`src/rtl/bambu_minimal_mem_initiator.sv`:
```
// bambu_minimal_mem_initiator
//
// Single-channel initiator for the Bambu minimal memory interface. It takes
// burst commands (read/write, start address, beat count, access size) from a
// host, runs one access per beat towards a minimal-interface responder and
// returns read beats on a valid/ready stream. Its job is to preload
// accelerator memories and read results back without a simulation testbench.
//
// Optional feature: define MEM_INIT_TIMEOUT_EN to abort an access that gets
// no M_DataRdy within TIMEOUT_CYC cycles. The block then parks in an error
// state with a sticky err flag until reset. Without the macro err is tied low
// and an access waits forever.
//
// Ports:
//   clock, reset            system clock, asynchronous active-high reset
//   cmd_*                   burst command (valid/ready)
//   wr_valid/ready/data     host write beats, one per write-burst beat
//   rd_valid/ready/data     read beats back to the host; rd_last on final beat
//   busy, done, err         burst in progress, one-cycle end pulse, timeout
//   Mout_*                  strobes, address, write data and size to responder
//   M_Rdata_ram, M_DataRdy  responder read data and access-complete
//
// Every output is a register, so reset forces all of them low at once.
module bambu_minimal_mem_initiator #(
    parameter int ADDR_W      = 7,
    parameter int DATA_W      = 8,
    parameter int SIZE_W      = 4,
    parameter int LEN_W       = 8,
    parameter int TIMEOUT_CYC = 1024
) (
    input  logic              clock,
    input  logic              reset,
    input  logic              cmd_valid,
    output logic              cmd_ready,
    input  logic              cmd_write,
    input  logic [ADDR_W-1:0] cmd_addr,
    input  logic [LEN_W-1:0]  cmd_len,
    input  logic [SIZE_W-1:0] cmd_size,
    input  logic              wr_valid,
    output logic              wr_ready,
    input  logic [DATA_W-1:0] wr_data,
    output logic              rd_valid,
    input  logic              rd_ready,
    output logic [DATA_W-1:0] rd_data,
    output logic              rd_last,
    output logic              busy,
    output logic              done,
    output logic              err,
    output logic              Mout_oe_ram,
    output logic              Mout_we_ram,
    output logic [ADDR_W-1:0] Mout_addr_ram,
    output logic [DATA_W-1:0] Mout_Wdata_ram,
    output logic [SIZE_W-1:0] Mout_data_ram_size,
    input  logic [DATA_W-1:0] M_Rdata_ram,
    input  logic              M_DataRdy
);

    typedef enum logic [2:0] {
        S_IDLE,
        S_WDATA,
        S_ACCESS,
        S_RESP,
        S_GAP
`ifdef MEM_INIT_TIMEOUT_EN
        , S_ERR
`endif
    } state_t;

    state_t            state_reg;
    logic [LEN_W-1:0]  len_reg;
    logic              write_reg;

    // Sizes of 0 or wider than the data bus mean "whole bus".
    function automatic logic [SIZE_W-1:0] clamp_size(input logic [SIZE_W-1:0] s);
        if (s == '0 || 32'(s) > DATA_W) begin
            return SIZE_W'(DATA_W);
        end
        return s;
    endfunction

    // Low-size-bits mask applied to captured read data. The size register
    // always holds a clamped value, so the mask never exceeds the bus.
    logic [DATA_W-1:0] size_mask;
    genvar gi;
    for (gi = 0; gi < DATA_W; gi++) begin : g_mask
        assign size_mask[gi] = (32'(Mout_data_ram_size) > gi);
    end

    // Address step is the access width in bytes, but at least one so that
    // sub-byte accesses still walk through memory.
    logic [SIZE_W-1:0] size_bytes;
    logic [ADDR_W-1:0] addr_step;
    assign size_bytes = Mout_data_ram_size >> 3;
    assign addr_step  = (size_bytes == '0) ? ADDR_W'(1) : ADDR_W'(size_bytes);

`ifdef MEM_INIT_TIMEOUT_EN
    localparam int TCNT_W = $clog2(TIMEOUT_CYC + 1);
    logic [TCNT_W-1:0] tcnt_reg;
`else
    assign err = 1'b0;
`endif

    always_ff @(posedge clock or posedge reset) begin
        if (reset) begin
            state_reg          <= S_IDLE;
            len_reg            <= '0;
            write_reg          <= 1'b0;
            cmd_ready          <= 1'b0;
            wr_ready           <= 1'b0;
            rd_valid           <= 1'b0;
            rd_data            <= '0;
            rd_last            <= 1'b0;
            busy               <= 1'b0;
            done               <= 1'b0;
            Mout_oe_ram        <= 1'b0;
            Mout_we_ram        <= 1'b0;
            Mout_addr_ram      <= '0;
            Mout_Wdata_ram     <= '0;
            Mout_data_ram_size <= '0;
`ifdef MEM_INIT_TIMEOUT_EN
            tcnt_reg           <= '0;
            err                <= 1'b0;
`endif
        end else begin
            done <= 1'b0;
`ifdef MEM_INIT_TIMEOUT_EN
            // The wait counter only runs in ACCESS, so every beat starts at 0.
            if (state_reg != S_ACCESS) begin
                tcnt_reg <= '0;
            end
`endif
            case (state_reg)
                S_IDLE: begin
                    cmd_ready <= 1'b1;
                    busy      <= 1'b0;
                    if (cmd_valid && cmd_ready) begin
                        Mout_addr_ram      <= cmd_addr;
                        Mout_data_ram_size <= clamp_size(cmd_size);
                        len_reg            <= cmd_len;
                        write_reg          <= cmd_write;
                        if (cmd_len == '0) begin
                            // Empty burst: acknowledge only, no bus activity.
                            done <= 1'b1;
                        end else begin
                            cmd_ready <= 1'b0;
                            busy      <= 1'b1;
                            if (cmd_write) begin
                                wr_ready  <= 1'b1;
                                state_reg <= S_WDATA;
                            end else begin
                                Mout_oe_ram <= 1'b1;
                                state_reg   <= S_ACCESS;
                            end
                        end
                    end
                end

                S_WDATA: begin
                    if (wr_valid && wr_ready) begin
                        Mout_Wdata_ram <= wr_data;
                        wr_ready       <= 1'b0;
                        Mout_we_ram    <= 1'b1;
                        state_reg      <= S_ACCESS;
                    end
                end

                S_ACCESS: begin
                    if (M_DataRdy) begin
                        Mout_oe_ram <= 1'b0;
                        Mout_we_ram <= 1'b0;
                        if (write_reg) begin
                            state_reg <= S_GAP;
                        end else begin
                            rd_data   <= M_Rdata_ram & size_mask;
                            rd_valid  <= 1'b1;
                            rd_last   <= (len_reg == LEN_W'(1));
                            state_reg <= S_RESP;
                        end
                    end
`ifdef MEM_INIT_TIMEOUT_EN
                    else if (tcnt_reg == TCNT_W'(TIMEOUT_CYC - 1)) begin
                        Mout_oe_ram <= 1'b0;
                        Mout_we_ram <= 1'b0;
                        err         <= 1'b1;
                        done        <= 1'b1;
                        busy        <= 1'b0;
                        state_reg   <= S_ERR;
                    end else begin
                        tcnt_reg <= tcnt_reg + 1'b1;
                    end
`endif
                end

                S_RESP: begin
                    if (rd_ready) begin
                        rd_valid  <= 1'b0;
                        rd_last   <= 1'b0;
                        state_reg <= S_GAP;
                    end
                end

                S_GAP: begin
                    // Strobes are already low here; this cycle separates beats.
                    len_reg       <= len_reg - 1'b1;
                    Mout_addr_ram <= Mout_addr_ram + addr_step;
                    if (len_reg != LEN_W'(1)) begin
                        if (write_reg) begin
                            wr_ready  <= 1'b1;
                            state_reg <= S_WDATA;
                        end else begin
                            Mout_oe_ram <= 1'b1;
                            state_reg   <= S_ACCESS;
                        end
                    end else begin
                        done      <= 1'b1;
                        busy      <= 1'b0;
                        cmd_ready <= 1'b1;
                        state_reg <= S_IDLE;
                    end
                end

`ifdef MEM_INIT_TIMEOUT_EN
                S_ERR: begin
                    // Parked until reset; cmd_ready stays low.
                    cmd_ready <= 1'b0;
                end
`endif

                default: state_reg <= S_IDLE;
            endcase
        end
    end

endmodule

```
`config.mk`:
```
export PLATFORM = sky130hd
export DESIGN_NAME = bambu_minimal_mem_initiator
export DESIGN_NICKNAME = d
export VERILOG_FILES = /design/src/rtl/bambu_minimal_mem_initiator.sv
export SDC_FILE = /design/constraint.sdc
export NUM_CORES = 1
export LEC_CHECK = 0
export ABC_AREA = 1
export CAP_MARGIN = 20
export CORE_MARGIN = 4
export CORE_UTILIZATION = 40
export DETAILED_ROUTE_END_ITERATION = 16
export PLACE_DENSITY = 0.69
export SETUP_SLACK_MARGIN = 0.5
export SLEW_MARGIN = 20
export SYNTH_ARGS = -nofsm -noshare
export SYNTH_HDL_FRONTEND = slang
export SYNTH_SLANG_ARGS = --single-unit
export TNS_END_PERCENT = 50
```
`constraint.sdc`:
```
create_clock -name clock -period 2.85 [get_ports clock]
set_clock_uncertainty 0.15 [all_clocks]
set_input_delay 0.57 -clock clock [delete_from_list [all_inputs] [get_ports clock]]
set_output_delay 0.57 -clock clock [all_outputs]
set_load 0.02 [all_outputs]
```
==> qor.yml <==
outcome: "finished clean"
start_util_pct: 41.5
crit_family: "buffers and inverters"
clk_pin_slew_worst_paths_ns: 0.09
area_growth_pct: 34.9
synth_area_leader_cell: "dfrtp_1"
period_needed_ns: 2.12
vias: 2443
yosysWarnings: 0
ys_ff_latch: 47
drv_slew: 0
clkLatencyLatePin_ns: 0.30
fillCellCount: 612
gp_congestion: 0.844
drc: 0
yosysTopAreaCellShare_pct: 44.3
final_nets: 469
slowest_delay_ns: 0.64
setup-tns-final_ns: 0
relSlewSlack_pct: 60.9
dpl_cell_area_um2: 3440
boundaryPins: 78
maxCapViolations: 0
power.density_nw_per_um2: 1130
drtPass1Iterations: 4
numCtsBuffers: 5
syn_nets: 393
rsz0062_at_grt: "no"
leakage_nw: 1.70
vias_per_cell: 4.87
hold_viol: 0
ant_nets: 0
path_max_fanout: 5
grt_max_degree: 28
stdcell_area_um2: 3580
worstMarginPinSlew_ns: 0.586
yosysSeqAreaShare_pct: 44.3
dpl.hpwl_um: 4970
vdd_ir_drop_max_mv: 0.507
antenna_cells: 0
grt_usage_pct: 17.9
ys_top_cells_by_area: "dfrtp_1, nand2_1, nor2_1, o21ai_0, inv_1"
hold_path.class: "reg2reg"
dp.cells: 494
htree_num_levels: 2
drt_iter0_markers: 89
fin_crit_sh_pct: 74.3
path_depth: 1
crit_chain: "clkdlybuf4s50_1"
worstPathArrival_ns: 1.40
cts-root-buf: "clkbuf_8"
endpoint_kind: "output port"
fmax_mhz: 472
required_ns: 2.13
core_um2: 6390
clockBufferDepth: 2
clock_sinks: 47
final_cells: 502
final-setup-viol-count: 0
finalCoreUtilization_pct: 56.0
cts_resized: 0
synthCells: 348
rows: 29
syn_area_um2: 2650
multiInputGateArea_um2: 1230
grt-ovfl-total: 0
rr_worst_depth: 8
wl_per_cell_um: 13.0
drive_above_1_share_pct: 9.88
fp.dieArea_um2: 8000
worstSetupPathType: "reg2out"
die_x_um: 89.4
synth_cell_types: 31
path_buf_inv: 1
antenna_found_initial: 0
syn_area_per_cell_um2: 7.62
grt_pass1_vias: 2492
port_buffers: 76
wl_um: 6510
hold_buffers: 0
hold_depth: 2
post_cts_buffers: 0
grt_pass1_wl_um: 11300
layout.area.seq_um2: 1180
start_kind: "register"
die_h_um: 89.4
cp_slowest_cell: "clkdlybuf4s50_1"
cts_tree: "yes"
through the flow:
step	hold slack, ns	power (W)	worst slack (ns)
floorplan	0.321	0.00278	1.01
global placement	0.313	0.00346	0.671
detailed placement	0.320	0.00350	0.690
CTS	0.349	0.00410	0.712
global route	0.368	0.00443	0.661
finish	0.346	0.00406	0.732
Yosys cell counts, drive strengths merged:
| master | n |
|---|---|
| o211ai | 1 |
| nor3 | 6 |
| o21ai | 47 |
| inv | 42 |
| a31oi | 1 |
| buf | 9 |
| a21oi | 6 |
| conb | 1 |
| xnor2 | 2 |
| nand4 | 2 |
| o21a | 1 |
| dfrtp | 47 |
| xor2 | 3 |
| nand2 | 106 |
| ha | 3 |
| nor2 | 47 |
| nand3 | 24 |
layer usage:
layer / part of all wire (%) / vias to the layer above / global-route usage [%]
met5: 0 / - / 0
met4: 0.88 / 0 / 4.33
met3: 8.1 / 5 / 5.44
met2: 47 / 69 / 30.9
met1: 43 / 1118 / 21.7
li1: - / 1251 / -
logic make-up after synthesis:
| group | after synthesis | synth area share [%] |
|---|---|---|
| simple gates | 185 | 30.8 |
| compound gates | 56 | 12.5 |
| buf+inv | 51 | 9.15 |
| flops | 47 | 44.3 |
| xor+xnor | 5 | 1.65 |
| fa+ha+maj | 3 | 1.42 |
| other cells | 1 | 0.141 |
cell type report:
type	count	share of cell area, %
Inverter	42	4.55
Clock inverter	2	1.68
Tap cell	77	2.69
Multi-Input combinational cell	250	34.5
Timing Repair Buffer	78	21.7
Clock buffer	6	2.03
Sequential cell	47	32.9
where the power goes:
part	switching, W	internal [W]	total [W]	leakage, nW
registers	0.000296	0.000978	0.00127	0.592
clock network	0.000228	0.000351	0.000578	0.0654
logic	0.00131	0.000897	0.00221	1.04
path summary, 6_finish.rpt:
path	startpoint	slack [ns]	to
setup / recovery	Mout_addr_ram[3]	0.73	Mout_addr_ram[3]
hold / removal	Mout_Wdata_ram[4]	0.35	Mout_Wdata_ram[4]
setup reg to reg	state_reg[0]	0.90	Mout_oe_ram
hold reg to reg	Mout_Wdata_ram[4]	0.35	Mout_Wdata_ram[4]
max in group asynchronous	reset	1.46	len_reg[0]
min in group asynchronous	reset	0.49	busy
placed cells by master (no fill, tap or decap), drive strengths merged:
| master | instances |
|---|---|
| a21oi | 6 |
| a31oi | 1 |
| buf | 2 |
| bufinv | 2 |
| clkbuf | 6 |
| clkdlybuf4s50 | 76 |
| conb | 1 |
| dfrtp | 47 |
| ha | 3 |
| inv | 42 |
| nand2 | 106 |
| nand3 | 24 |
| nand4 | 2 |
| nor2 | 47 |
| nor3 | 6 |
| o211ai | 1 |
| o21a | 1 |
| o21ai | 47 |
| xnor2 | 2 |
| xor2 | 3 |
(Power assumes the default switching activity.)
